**config.mk**
```make
export PLATFORM = sky130hd
export DESIGN_NAME = fir_coeff_loader
export DESIGN_NICKNAME = d
export VERILOG_FILES = /design/src/rtl/fir_pkg.sv /design/src/rtl/fir_coeff_loader.sv
export SDC_FILE = /design/constraint.sdc
export NUM_CORES = 1
export LEC_CHECK = 0
export ABC_AREA = 1
export CAP_MARGIN = 25
export CORE_MARGIN = 3
export CORE_UTILIZATION = 30
export CTS_CLUSTER_SIZE = 8
export DETAILED_ROUTE_END_ITERATION = 10
export GPL_TIMING_DRIVEN = 0
export HOLD_SLACK_MARGIN = 0.03
export SETUP_SLACK_MARGIN = 0.15
export SLEW_MARGIN = 15
export SYNTH_ARGS = -nofsm -noshare
export SYNTH_HDL_FRONTEND = slang
export SYNTH_SLANG_ARGS = --single-unit
```
**constraint.sdc**
```tcl
create_clock -name clk -period 1.65 [get_ports clk]
set_input_delay 0.2475 -clock clk [delete_from_list [all_inputs] [get_ports clk]]
set_output_delay 0.2475 -clock clk [all_outputs]
set_load 0.005 [all_outputs]
```
**src/rtl/fir_pkg.sv**
```systemverilog
// Shared FIR package: loader FSM state encoding and default geometry,
// used by fir_coeff_loader and fir_filter.
package fir_pkg;

   localparam int FIR_NUM_TAPS = 71;
   localparam int FIR_COEFF_W  = 8;
   localparam int FIR_ADDR_W   = 7;

   // CHECK is only reachable when FIR_COEFF_CHECKSUM_EN is defined; the
   // encoding stays fixed so both builds decode state identically.
   typedef enum logic [1:0] {
      ST_IDLE  = 2'd0,
      ST_LOAD  = 2'd1,
      ST_CHECK = 2'd2,
      ST_DONE  = 2'd3
   } fir_state_e;

   // True when the tap index is the final tap of a load.
   function automatic logic fir_is_last_tap(input int unsigned tap,
                                            input int unsigned num_taps);
      return (tap == num_taps - 1);
   endfunction

endpackage

```
**src/rtl/fir_coeff_loader.sv**
```systemverilog
// FIR coefficient loader: accepts NUM_TAPS coefficients from a host
// valid/ready stream and writes them, tap 0 first, into the FIR
// coefficient memory one cycle after each accepted beat.
// Optional build macro FIR_COEFF_CHECKSUM_EN adds a trailing checksum
// beat (modulo-2**COEFF_W sum of the coefficients) and the error flag.
module fir_coeff_loader
   import fir_pkg::*;
#(
   parameter int NUM_TAPS = FIR_NUM_TAPS,
   parameter int COEFF_W  = FIR_COEFF_W,
   parameter int ADDR_W   = FIR_ADDR_W
) (
   input  logic               clk,
   input  logic               rst_n,
   input  logic               start,
   input  logic               abort,
   input  logic               host_valid,
   input  logic [COEFF_W-1:0] host_data,
   output logic               host_ready,
   output logic               coeff_write,
   output logic [ADDR_W-1:0]  coeff_addr,
   output logic [COEFF_W-1:0] coeff_in,
   output logic               busy,
   output logic               done,
   output logic               error
);

   // Every tap must be addressable.
   if (NUM_TAPS > (2 ** ADDR_W)) begin : g_bad_cfg
      $error("fir_coeff_loader: NUM_TAPS exceeds 2**ADDR_W");
   end

   localparam logic [ADDR_W-1:0] LAST_TAP = ADDR_W'(NUM_TAPS - 1);

   fir_state_e         state_q, state_d;
   logic [ADDR_W-1:0]  tap_q,   tap_d;
   logic               wr_q,    wr_d;
   logic [ADDR_W-1:0]  addr_q,  addr_d;
   logic [COEFF_W-1:0] data_q,  data_d;
`ifdef FIR_COEFF_CHECKSUM_EN
   logic [COEFF_W-1:0] sum_q,   sum_d;
   logic               err_q,   err_d;
`endif

   logic beat;
   logic last_tap;

   // Handshake and status decode straight from state so reset clears them
   // without waiting for a clock.
   always_comb begin
      host_ready = (state_q == ST_LOAD) || (state_q == ST_CHECK);
      busy       = (state_q != ST_IDLE);
      done       = (state_q == ST_DONE);
      beat       = host_valid & host_ready;
      last_tap   = (tap_q == LAST_TAP);
   end

   // Next-state, tap counter and write-port update.
   always_comb begin
      state_d = state_q;
      tap_d   = tap_q;
      wr_d    = 1'b0;
      addr_d  = addr_q;
      data_d  = data_q;
`ifdef FIR_COEFF_CHECKSUM_EN
      sum_d   = sum_q;
      err_d   = err_q;
`endif
      unique case (state_q)
         ST_IDLE: begin
            if (start) begin
               state_d = ST_LOAD;
               tap_d   = '0;
`ifdef FIR_COEFF_CHECKSUM_EN
               sum_d   = '0;
               err_d   = 1'b0;
`endif
            end
         end
         ST_LOAD: begin
            // Abort wins over any beat in the same cycle, including the last.
            if (abort) begin
               state_d = ST_IDLE;
               tap_d   = '0;
            end else if (beat) begin
               wr_d   = 1'b1;
               addr_d = tap_q;
               data_d = host_data;
`ifdef FIR_COEFF_CHECKSUM_EN
               sum_d  = sum_q + host_data;
`endif
               if (last_tap) begin
                  tap_d = '0;
`ifdef FIR_COEFF_CHECKSUM_EN
                  state_d = ST_CHECK;
`else
                  state_d = ST_DONE;
`endif
               end else begin
                  tap_d = tap_q + 1'b1;
               end
            end
         end
         ST_CHECK: begin
`ifdef FIR_COEFF_CHECKSUM_EN
            // The checksum beat is consumed here and never reaches the FIR.
            if (abort) begin
               state_d = ST_IDLE;
            end else if (beat) begin
               if (host_data == sum_q) begin
                  state_d = ST_DONE;
               end else begin
                  state_d = ST_IDLE;
                  err_d   = 1'b1;
               end
            end
`else
            state_d = ST_IDLE;
`endif
         end
         ST_DONE: begin
            state_d = ST_IDLE;
         end
         default: begin
            state_d = ST_IDLE;
         end
      endcase
   end

   // State, counter and registered write port.
   always_ff @(posedge clk or negedge rst_n) begin
      if (!rst_n) begin
         state_q <= ST_IDLE;
         tap_q   <= '0;
         wr_q    <= 1'b0;
         addr_q  <= '0;
         data_q  <= '0;
      end else begin
         state_q <= state_d;
         tap_q   <= tap_d;
         wr_q    <= wr_d;
         addr_q  <= addr_d;
         data_q  <= data_d;
      end
   end

`ifdef FIR_COEFF_CHECKSUM_EN
   // Running checksum and sticky error flag (cleared by the next start).
   always_ff @(posedge clk or negedge rst_n) begin
      if (!rst_n) begin
         sum_q <= '0;
         err_q <= 1'b0;
      end else begin
         sum_q <= sum_d;
         err_q <= err_d;
      end
   end

   // Drive the error output from the sticky flag.
   always_comb begin
      error = err_q;
   end
`else
   // No checksum support: error can never be raised.
   always_comb begin
      error = 1'b0;
   end
`endif

   // Drive the memory write port from its registers.
   always_comb begin
      coeff_write = wr_q;
      coeff_addr  = addr_q;
      coeff_in    = data_q;
   end

endmodule

```
==> results.json <==
{
  "route.detailed.drc": 0,
  "vias": 1084,
  "met3_length_um": 115,
  "clock_path_buffers": 2,
  "wire_per_inst_um": 10.5,
  "ir_drop_mv": 0.906,
  "dr_wl_met2_um": 1160,
  "drive_gt1_share_pct": 27.7,
  "ys_seq_area_share_pct": 46.7,
  "hold_violations": 0,
  "fin_crit_ns": 1.50,
  "syn_area_um2": 1340,
  "min_path_type": "input pin to asynchronous set/reset pin",
  "cts.sinks": 25,
  "tightest_slew_ns": 0.649,
  "clock_skew_ns": 0.00557,
  "place_area_um2": 1730,
  "postSynthCellCount": 159,
  "grt-ovfl-total": 0,
  "vias_per_cell": 4.30,
  "path_clk_slew_ns": 0.09,
  "cts_inserted_buffers": 3,
  "io_pins": 33,
  "critical_path_class": "register to register",
  "setup-violations-final": 0,
  "drt-met1-wl_um": 1300,
  "die_area_um2": 5300,
  "die_height_um": 72.8,
  "slew_headroom_pct": 56.6,
  "slew_viol_final": 0,
  "start_util_pct": 32.3,
  "grt_pass1_wl_um": 4660,
  "n_antenna_cell": 0,
  "core_um2": 4140,
  "stdcell_area_um2": 1870,
  "rsz0062_at_grt": "true",
  "fin_crit_sh_pct": 91.0,
  "powerDensity_nw_per_um2": 1530,
  "synth_seq_cells": 25,
  "die-width_um": 72.8,
  "grt_max_degree": 16,
  "track_usage_pct": 11.3,
  "root_buffer": "clkbuf_8",
  "syn_nets": 178,
  "drv_cap": 0,
  "clock.fmax_mhz": 666,
  "area_growth_pct": 39.2,
  "tns_ns": 0,
  "ant_nets": 0,
  "grt_pass1_vias": 1052,
  "synth.distinct_cells": 21,
  "htree_num_levels": 1,
  "cp_max_fo": 7,
  "placedCellCount": 241,
  "arrival_ns": 1.67,
  "syn_avg_cell_area_um2": 8.43,
  "hpwl_um": 1960,
  "cts_tree": "done",
  "wirelength_um": 2640,
  "dp_slack_ns": 0.0700,
  "cp-start-kind": "register",
  "end_kind": "register",
  "status": "finished, final reports clean",
  "dr.first_iter.drc_count": 47,
  "highest_layer": "met4",
  "grt_antenna_before_repair": 0,
  "yosys_warnings": 0,
  "setup_slack_ns": 0.148,
  "drtPass1Iterations": 4,
  "num_rows": 23,
  "final_nets": 222,
  "stdcell_count": 252,
  "gp_congestion": 0.766,
  "port_buffers": 31,
  "cp_data_required_time_ns": 1.81,
  "leakagePower_nw": 0.905,
  "clk_latency_ns": 0.27
}
## synthesized netlist by cell type
| cell type | instances | area (um^2) |
|---|---|---|
| buf_4 | 1 | 7.51 |
| buf_6 | 2 | 22.5 |
| conb_1 | 1 | 3.75 |
| dfrtp_1 | 25 | 626 |
| ha_1 | 6 | 75.1 |
| inv_1 | 17 | 63.8 |
| inv_2 | 3 | 11.3 |
| inv_4 | 1 | 6.26 |
| nand2_1 | 48 | 180 |
| nand2_2 | 10 | 62.6 |
| nand2_4 | 1 | 11.3 |
| nand3_1 | 9 | 45.0 |
| nand4_1 | 3 | 18.8 |
| nor2_1 | 14 | 52.6 |
| nor2_2 | 1 | 6.26 |
| nor2_4 | 3 | 33.8 |
| nor2_8 | 1 | 20.0 |
| o21ai_1 | 4 | 20.0 |
| o21ai_2 | 7 | 61.3 |
| o22ai_1 | 1 | 6.26 |
| or2_2 | 1 | 6.26 |
## critical path, stage by stage, from the launching register on
cell,delay [ns]
dfrtp_1,0.38
buf_6,0.11
inv_4,0.03
ha_4,0.26
nand2_4,0.07
inv_2,0.07
nor2_4,0.04
nor2_4,0.20
nand3_1,0.10
nand2_1,0.08
nor2_1,0.04
## power breakdown
| group | switching (mW) | leakage [nW] | internal [mW] | total, mW |
|---|---|---|---|---|
| Combinational | 0.780 | 0.550 | 0.775 | 1.55 |
| Sequential | 0.128 | 0.333 | 0.808 | 0.936 |
| Clock | 0.190 | 0.0217 | 0.171 | 0.361 |
## metrics by stage
step | hold slack [ns] | utilization (%) | power, mW
2_1_floorplan | -0.0481 | - | 1.74
3_3_place_gp | 0.454 | 41.3 | 2.30
3_5_place_dp | 0.458 | 41.7 | 2.33
4_1_cts | 0.397 | 44.4 | 2.83
5_1_grt | 0.426 | 45.0 | 3.11
6_report | 0.373 | 45.0 | 2.85
## final timing paths
path | startpoint | to | slack, ns | depth (start not counted)
setup reg to reg | state_q[0] | tap_q[6] | 0.15 | 10
min in group clk | coeff_in[2] | coeff_in[2] | 0.47 | 2
setup / recovery | state_q[0] | tap_q[6] | 0.15 | 10
hold reg to reg | coeff_in[2] | coeff_in[2] | 0.47 | 2
hold / removal | rst_n | coeff_in[2] | 0.37 | 1
max in group asynchronous | rst_n | coeff_addr[1] | 0.76 | 2
## sequential cells by signal, summed over array words and instances (netlist names)
register     flops
coeff_write      1
coeff_in         8
state_q          2
coeff_addr       7
tap_q            7
## metal layers
| layer | vias to the layer above | track usage, % |
|---|---|---|
| met5 | - | 0 |
| met4 | 0 | 5.53 |
| met3 | 4 | 1.24 |
| met2 | 24 | 17.6 |
| met1 | 485 | 15.4 |
| li1 | 571 | - |
## cell families (layout without fill, tap and decap cells)
family | count (synthesis) | count (layout) | synth area share (%)
flip-flops | 25 | 25 | 46.7
other | 1 | 1 | 0.280
AND/OR/NAND/NOR | 91 | 91 | 32.6
adder cells (fa/ha/maj) | 6 | 6 | 5.60
AO/OA/AOI/OAI | 12 | 12 | 6.54
buffers and inverters | 24 | 67 | 8.31
## timing repair
| item | in CTS | in global routing |
|---|---|---|
| hold buffers | 0 | 0 |
| endpoints found under the setup margin | 27 | 27 |
| resized for setup | 18 | 8 |
| pin swaps | 6 | 3 |
| setup buffers | 4 | 3 |
## area by class of cell
type	instances	area [um^2]
Tap cell	50	62.6
Buffer	3	30.0
Clock inverter	1	7.51
Sequential cell	25	626
Timing Repair Buffer	39	367
Multi-Input combinational cell	110	648
Fill cell	443	2280
Inverter	21	83.8
Clock buffer	3	41.3
## placed cells by master (no fill, tap or decap), types with 2 or more instances in the layout
cell	count
buf_4	7
buf_6	3
clkbuf_2	2
clkbuf_8	3
clkdlybuf4s50_1	28
dfrtp_1	25
ha_1	4
ha_4	2
inv_1	12
inv_2	7
inv_4	2
nand2_1	47
nand2_2	9
nand2_4	3
nand3_1	8
nand4_1	3
nor2_1	13
nor2_2	2
nor2_4	3
o21ai_1	4
o21ai_2	7
(Power assumes the default switching activity.)
